`src/rtl/smart_home_sensor_conditioner_if.sv`:
```
`default_nettype none
// ============================================================================
// Module      : smart_home_sensor_conditioner_if
// Description : Bundle of the raw sensor lines entering the conditioner and
//               the conditioned levels it hands to the home-state FSM.
//               master : drives raw_* lines, observes conditioned outputs
//               slave  : the conditioner itself
// Ports       : raw_fd/raw_rd/raw_w/raw_fa (raw binary sensors, async)
//               raw_temp[6:0] (ADC code, already synchronous)
//               SFD/SRD/SW/SFA (clean levels), ST[6:0] (averaged temperature)
//               temp_valid (first average done), sample_tick (debug pulse)
// Revision    : 1.0 - initial release
// ============================================================================
interface smart_home_sensor_conditioner_if;
    logic       raw_fd;
    logic       raw_rd;
    logic       raw_w;
    logic       raw_fa;
    logic [6:0] raw_temp;
    logic       SFD;
    logic       SRD;
    logic       SW;
    logic       SFA;
    logic [6:0] ST;
    logic       temp_valid;
    logic       sample_tick;

    modport master (
        output raw_fd, raw_rd, raw_w, raw_fa, raw_temp,
        input  SFD, SRD, SW, SFA, ST, temp_valid, sample_tick
    );

    modport slave (
        input  raw_fd, raw_rd, raw_w, raw_fa, raw_temp,
        output SFD, SRD, SW, SFA, ST, temp_valid, sample_tick
    );
endinterface
`default_nettype wire

```
`src/rtl/smart_home_sensor_conditioner.sv`:
```
`default_nettype none
// ============================================================================
// Module      : smart_home_sensor_conditioner
// Description : Front end of the smart-home controller. Synchronizes and
//               debounces the door, window and fire-alarm lines and box-car
//               averages the temperature code before it reaches the FSM.
// Ports       : clk_i  - system clock, rising edge
//               rst_i  - synchronous active-high reset
//               bus    - slave side of smart_home_sensor_conditioner_if
// Revision    : 1.0 - initial release
// ============================================================================
module smart_home_sensor_conditioner #(
    parameter int         DEBOUNCE_CYCLES    = 4,
    parameter int         FA_DEBOUNCE_CYCLES = 2,
    parameter int         SAMPLE_DIV         = 8,
    parameter int         TEMP_AVG_LOG2      = 2,
    parameter logic [6:0] TEMP_RESET         = 7'd25
) (
    input  wire logic                     clk_i,
    input  wire logic                     rst_i,
    smart_home_sensor_conditioner_if.slave bus
);

    localparam int c_acc_w = 7 + TEMP_AVG_LOG2;
    // Sample counter needs at least one bit even when no averaging is done.
    localparam int c_n_w   = (TEMP_AVG_LOG2 == 0) ? 1 : TEMP_AVG_LOG2;
    localparam logic [c_n_w-1:0] c_n_last   = c_n_w'((1 << TEMP_AVG_LOG2) - 1);
    localparam logic [15:0]      c_div_last = 16'(SAMPLE_DIV - 1);

    // ------------------------------------------------------------------
    // Two-flop synchronizers, channel order {fa, w, rd, fd}
    // ------------------------------------------------------------------
    logic [3:0] w_raw;
    logic [3:0] sync1_q;
    logic [3:0] sync2_q;
    logic [3:0] w_clean;

    assign w_raw = {bus.raw_fa, bus.raw_w, bus.raw_rd, bus.raw_fd};

    always_ff @(posedge clk_i) begin
        if (rst_i) begin
            sync1_q <= '0;
            sync2_q <= '0;
        end else begin
            sync1_q <= w_raw;
            sync2_q <= sync1_q;
        end
    end

    // ------------------------------------------------------------------
    // Per-channel debounce: output follows the synchronized level only
    // after it has disagreed for N consecutive clocks. Any agreeing clock
    // restarts the count.
    // ------------------------------------------------------------------
    for (genvar gi = 0; gi < 4; gi++) begin : g_chan
        localparam logic [7:0] c_last = (gi == 3) ? 8'(FA_DEBOUNCE_CYCLES - 1)
                                                  : 8'(DEBOUNCE_CYCLES - 1);
        logic [7:0] cnt_q;
        logic [7:0] cnt_d;
        logic       out_q;
        logic       out_d;

        always_comb begin
            cnt_d = cnt_q;
            out_d = out_q;
            if (sync2_q[gi] == out_q) begin
                cnt_d = '0;
            end else if (cnt_q == c_last) begin
                out_d = sync2_q[gi];
                cnt_d = '0;
            end else begin
                cnt_d = cnt_q + 8'd1;
            end
        end

        always_ff @(posedge clk_i) begin
            if (rst_i) begin
                cnt_q <= '0;
                out_q <= 1'b0;
            end else begin
                cnt_q <= cnt_d;
                out_q <= out_d;
            end
        end

        assign w_clean[gi] = out_q;
    end

    // ------------------------------------------------------------------
    // Sample divider; the tick is decoded from the terminal count so the
    // first one lands SAMPLE_DIV clocks after reset is released.
    // ------------------------------------------------------------------
    logic [15:0] div_q;
    logic [15:0] div_d;
    logic        w_tick;

    assign w_tick = (div_q == c_div_last) && !rst_i;

    always_comb begin
        div_d = div_q + 16'd1;
        if (div_q == c_div_last) begin
            div_d = '0;
        end
    end

    always_ff @(posedge clk_i) begin
        if (rst_i) begin
            div_q <= '0;
        end else begin
            div_q <= div_d;
        end
    end

    // ------------------------------------------------------------------
    // Box-car averager. The accumulator is wide enough for 2^L full-scale
    // samples, so the final sum never wraps.
    // ------------------------------------------------------------------
    logic [c_acc_w-1:0] acc_q;
    logic [c_acc_w-1:0] acc_d;
    logic [c_acc_w-1:0] w_sum;
    logic [c_n_w-1:0]   n_q;
    logic [c_n_w-1:0]   n_d;
    logic [6:0]         st_q;
    logic [6:0]         st_d;
    logic               valid_q;
    logic               valid_d;

    assign w_sum = acc_q + c_acc_w'(bus.raw_temp);

    always_comb begin
        acc_d   = acc_q;
        n_d     = n_q;
        st_d    = st_q;
        valid_d = valid_q;
        if (w_tick) begin
            if (n_q == c_n_last) begin
                st_d    = 7'(w_sum >> TEMP_AVG_LOG2);
                acc_d   = '0;
                n_d     = '0;
                valid_d = 1'b1;
            end else begin
                acc_d = w_sum;
                n_d   = n_q + 1'b1;
            end
        end
    end

    always_ff @(posedge clk_i) begin
        if (rst_i) begin
            acc_q   <= '0;
            n_q     <= '0;
            st_q    <= TEMP_RESET;
            valid_q <= 1'b0;
        end else begin
            acc_q   <= acc_d;
            n_q     <= n_d;
            st_q    <= st_d;
            valid_q <= valid_d;
        end
    end

    // ------------------------------------------------------------------
    // Outputs
    // ------------------------------------------------------------------
    assign bus.SFD         = w_clean[0];
    assign bus.SRD         = w_clean[1];
    assign bus.SW          = w_clean[2];
    assign bus.SFA         = w_clean[3];
    assign bus.ST          = st_q;
    assign bus.temp_valid  = valid_q;
    assign bus.sample_tick = w_tick;

endmodule
`default_nettype wire

```
`src/flat_wrapper.sv`:
```
// flat-port wrapper written by rule: the top's interface ports become plain ports
module smart_home_sensor_conditioner_flat 
#(
    parameter int         DEBOUNCE_CYCLES    = 4,
    parameter int         FA_DEBOUNCE_CYCLES = 2,
    parameter int         SAMPLE_DIV         = 8,
    parameter int         TEMP_AVG_LOG2      = 2,
    parameter logic [6:0] TEMP_RESET         = 7'd25
)
  (clk_i, rst_i, bus_raw_fd, bus_raw_rd, bus_raw_w, bus_raw_fa, bus_raw_temp, bus_SFD, bus_SRD, bus_SW, bus_SFA, bus_ST, bus_temp_valid, bus_sample_tick);
  smart_home_sensor_conditioner_if bus_i ();
  input  wire logic clk_i;
  input  wire logic rst_i;
  input wire logic [$bits(bus_i.raw_fd)-1:0] bus_raw_fd;
  input wire logic [$bits(bus_i.raw_rd)-1:0] bus_raw_rd;
  input wire logic [$bits(bus_i.raw_w)-1:0] bus_raw_w;
  input wire logic [$bits(bus_i.raw_fa)-1:0] bus_raw_fa;
  input wire logic [$bits(bus_i.raw_temp)-1:0] bus_raw_temp;
  output wire logic [$bits(bus_i.SFD)-1:0] bus_SFD;
  output wire logic [$bits(bus_i.SRD)-1:0] bus_SRD;
  output wire logic [$bits(bus_i.SW)-1:0] bus_SW;
  output wire logic [$bits(bus_i.SFA)-1:0] bus_SFA;
  output wire logic [$bits(bus_i.ST)-1:0] bus_ST;
  output wire logic [$bits(bus_i.temp_valid)-1:0] bus_temp_valid;
  output wire logic [$bits(bus_i.sample_tick)-1:0] bus_sample_tick;
  assign bus_i.raw_fd = bus_raw_fd;
  assign bus_i.raw_rd = bus_raw_rd;
  assign bus_i.raw_w = bus_raw_w;
  assign bus_i.raw_fa = bus_raw_fa;
  assign bus_i.raw_temp = bus_raw_temp;
  assign bus_SFD = bus_i.SFD;
  assign bus_SRD = bus_i.SRD;
  assign bus_SW = bus_i.SW;
  assign bus_SFA = bus_i.SFA;
  assign bus_ST = bus_i.ST;
  assign bus_temp_valid = bus_i.temp_valid;
  assign bus_sample_tick = bus_i.sample_tick;
  smart_home_sensor_conditioner #(.DEBOUNCE_CYCLES(DEBOUNCE_CYCLES), .FA_DEBOUNCE_CYCLES(FA_DEBOUNCE_CYCLES), .SAMPLE_DIV(SAMPLE_DIV), .TEMP_AVG_LOG2(TEMP_AVG_LOG2), .TEMP_RESET(TEMP_RESET)) u_core (.clk_i(clk_i), .rst_i(rst_i), .bus(bus_i));
endmodule
```
`config.mk`:
```
export PLATFORM = sky130hd
export DESIGN_NAME = smart_home_sensor_conditioner_flat
export DESIGN_NICKNAME = d
export VERILOG_FILES = /design/src/rtl/smart_home_sensor_conditioner_if.sv /design/src/rtl/smart_home_sensor_conditioner.sv /design/src/flat_wrapper.sv
export SDC_FILE = /design/constraint.sdc
export NUM_CORES = 1
export LEC_CHECK = 0
export BUFFER_PORTS_ARGS = -buffer_cell sky130_fd_sc_hd__buf_2
export CORE_UTILIZATION = 59
export DETAILED_ROUTE_END_ITERATION = 16
export GPL_TIMING_DRIVEN = 0
export PLACE_DENSITY = 0.75
export SKIP_LAST_GASP = 1
export SLEW_MARGIN = 10
export SYNTH_ARGS = -nofsm -noshare
export SYNTH_HDL_FRONTEND = slang
export SYNTH_SLANG_ARGS = --single-unit
```
`constraint.sdc`:
```
create_clock -name clk_i -period 2.4 [get_ports clk_i]
set_clock_uncertainty 0.2 [all_clocks]
set_input_delay 0.48 -clock clk_i [delete_from_list [all_inputs] [get_ports clk_i]]
set_output_delay 0.48 -clock clk_i [all_outputs]
set_load 0.02 [all_outputs]
```
==> results.cfg <==
[run_status]
status = complete, no violations

[clock_tree]
path_clk_slew_ps = 80
htreeDepth = 3
worstSkewPairLatency_ps = 340
clockBufferDepth = 2
hold_buffers = 0
cts_tree = yes
cts-root-buf = clkbuf_8
cts_made_buffers = 9
cts_sinks = 79

[worst_setup_path]
r2r-start = u_core.acc_q[0]
critPathCaptureType = output pin
critPathArrivalTime_ps = 1690
critPathLaunchType = flop
worst-setup-path-type = reg -> out
path_max_fanout = 3
rrSetupSlack_ps = 170
r2r_end = u_core.bus.ST[6]
r2r_cells = 8
cp.required_ps = 1720

[pwr]
p_switching_mw = 0.504
power_report.internal_total_mw = 1.87
pwr-share-seq_pct = 56.2
leakagePower_nw = 1.49
ir_drop_mv = 0.309
swShare_pct = 21.3
p_clk_share_pct = 40.1
combPwrFrac_pct = 3.7
finalPower_mw = 2.37
powerDensity_nw_per_um2 = 609

[logic_synthesis]
yosysWarningCount = 0
avgSynthCellArea_sq_um = 9.20
syn-num-nets = 402
synth.distinct_cells = 47
synth_area_leader_cell = dfxtp_1
seq_area_frac_synth_pct = 46.0
netlist_top_cells_area = dfxtp_1 (46%), nor2_1 (6.9%), xor2_1 (6.9%)
syn-instance-count = 374
ys_ff_latch = 79
synth_top_area_share_pct = 46.0
netlist_area_sq_um = 3440

[grt]
grt_usage_pct = 22.7
grt.overflow.total = 0
grt_max_degree = 13
antenna_found_initial = 0
grt_pass1_vias = 2488
grt_pass1_wl_um = 10800

[worst_hold_path]
hold_class = in -> reg
worstHoldStart = bus_raw_fa
hold_end = u_core.sync1_q[3]
min_path_cells = 2

[timing]
holdWs_ps = 157
slew_violations = 0
period_share_pct = 98.8
setup_viol = 0
max_freq_mhz = 422
fin_crit_ps = 2370
fin_ws_ps = 29.9
rsz0062_at_grt = yes
hold_viol = 0
tightest_slew_ps = 547
timing.max_slew.rel_slack_pct = 63.6

[die]
die_area_sq_um = 6140
start_util_pct = 61.7
fp.dieH_um = 78.4
row_count = 27
die_w_um = 78.4
ioPinCount = 26
coreArea_sq_um = 5570

[layout]
finalNetCount = 441
multi_input_area_sq_um = 1790
stdcell_count = 490
fillCellCount = 450
ff_latch_area_sq_um = 1590
finish.utilization_pct = 69.8
final_cell_mix = dfxtp_1 (75), nor2_1 (62), nand2_1 (32)
mostFrequentLayoutCell = dfxtp_1
drive_above_1_share_pct = 15.3
n_antenna_cell = 0
area_growth_pct = 13.1

[place]
io_buffers = 25
dp.cells = 471
pre_cts_ws_ps = -44.6
dp.final_hpwl_um = 4370
gp_congestion = 0.798

[drt]
wl_per_cell_um = 12.9
vias_per_cell = 5.32
route.detailed.drc = 0
drt-initial-drc-count = 80
routed_wl_um = 6340
ant_nets = 0
drt_pre_antenna_iters = 4
dr_total_vias = 2609

[flow_run]
maxCapViolations = 0
-- state kept, by name, indices dropped and copies added, names as in the netlist --
signal / flops
u_core.acc_q: 9
u_core.bus.SW: 1
u_core.sync2_q: 4
u_core.sync1_q: 4
u_core.div_q: 16
u_core.bus.temp_valid: 1
u_core.g_chan.cnt_q: 32
u_core.bus.SFD: 1
u_core.bus.SRD: 1
u_core.n_q: 2
u_core.bus.SFA: 1
u_core.bus.ST: 7
-- worst max path at each step --
stage,start,cells after the start,end,slack [ps]
global route,u_core.div_q[10],4,bus_sample_tick,-70
detailed placement,bus_raw_temp[0],9,u_core.bus.ST[6],-40
finish,u_core.div_q[10],4,bus_sample_tick,30
global placement,bus_raw_temp[0],9,u_core.bus.ST[6],-30
floorplan,bus_raw_temp[0],8,u_core.acc_q[8],240
CTS,u_core.div_q[11],3,bus_sample_tick,-3
-- layout make-up --
cell class	instances	share of cell area, %
multi-input cells	279	46.1
flip-flops and latches	79	40.8
repair buffers	28	3.86
clock buffers	12	3.73
well taps	72	2.32
clock inverters	4	1.16
plain buffers	6	1.03
inverters	10	0.965
-- repair_timing --
item / 4_1_cts / 5_1_grt
gates resized for setup: 5 / 5
buffers inserted: 3 / 0
pin swaps: 2 / 4
endpoints found under the setup margin: 1 / 2
-- power by group through the flow --
stage | sequential (mW) | clock [mW] | combinational (mW)
2_1_floorplan | 1.36 | 0 | 0.0602
3_3_place_gp | 1.36 | 0 | 0.0852
3_5_place_dp | 1.36 | 0 | 0.0873
4_1_cts | 1.33 | 0.971 | 0.0886
5_1_grt | 1.33 | 1.03 | 0.0987
6_report | 1.33 | 0.951 | 0.0879
-- layer usage --
layer | GRT usage, % | up-vias | routed length [um]
met4 | 10.0 | 0 | 121
met5 | 0 | - | 0
met2 | 38.0 | 31 | 2960
met3 | 4.88 | 13 | 184
li1 | - | 1352 | -
met1 | 28.1 | 1213 | 3070
-- logic make-up after synthesis --
logic type / count (synthesis) / share of synthesized area, %
XOR/XNOR: 46 / 11.7
buffers and inverters: 16 / 2.26
adder cells (fa/ha/maj): 15 / 5.67
multiplexers: 1 / 0.291
flip-flops: 79 / 46.0
AND/OR/NAND/NOR: 176 / 26.0
AO/OA/AOI/OAI: 41 / 8.04
-- metrics by stage --
step	setup TNS, ps	cell area (sq um)
6_report	0	3890
5_1_grt	-73.0	3890
4_1_cts	-2.94	3880
3_5_place_dp	-77.9	3650
3_3_place_gp	-59.6	3650
2_1_floorplan	0	3440
-- synthesized netlist by cell type, drive strengths merged --
library cell / instances
a31oi: 2
o22ai: 2
nor2b: 11
or2: 2
inv: 10
o211ai: 1
dfxtp: 79
a211oi: 2
nor4: 5
and3: 7
and4: 1
and2: 3
nand4: 8
a22o: 2
buf: 3
a221oi: 1
clkbuf: 3
nor2: 64
o21a: 1
nand2: 32
nor4bb: 1
nand3: 23
mux2i: 1
nor3: 7
ha: 14
xor2: 27
nor4b: 3
fa: 1
a21oi: 11
xnor2: 19
nand2b: 3
a31o: 1
or4: 1
a21o: 1
o21ai: 15
nand3b: 5
o31ai: 1
o311a: 1
-- critical path, stage by stage (launching register included) --
cell,delay [ps]
dfxtp_2,350
nor4_4,330
nand4_1,210
nor4_4,270
buf_4,190
Note: power is estimated with default switching activity, not from simulation.
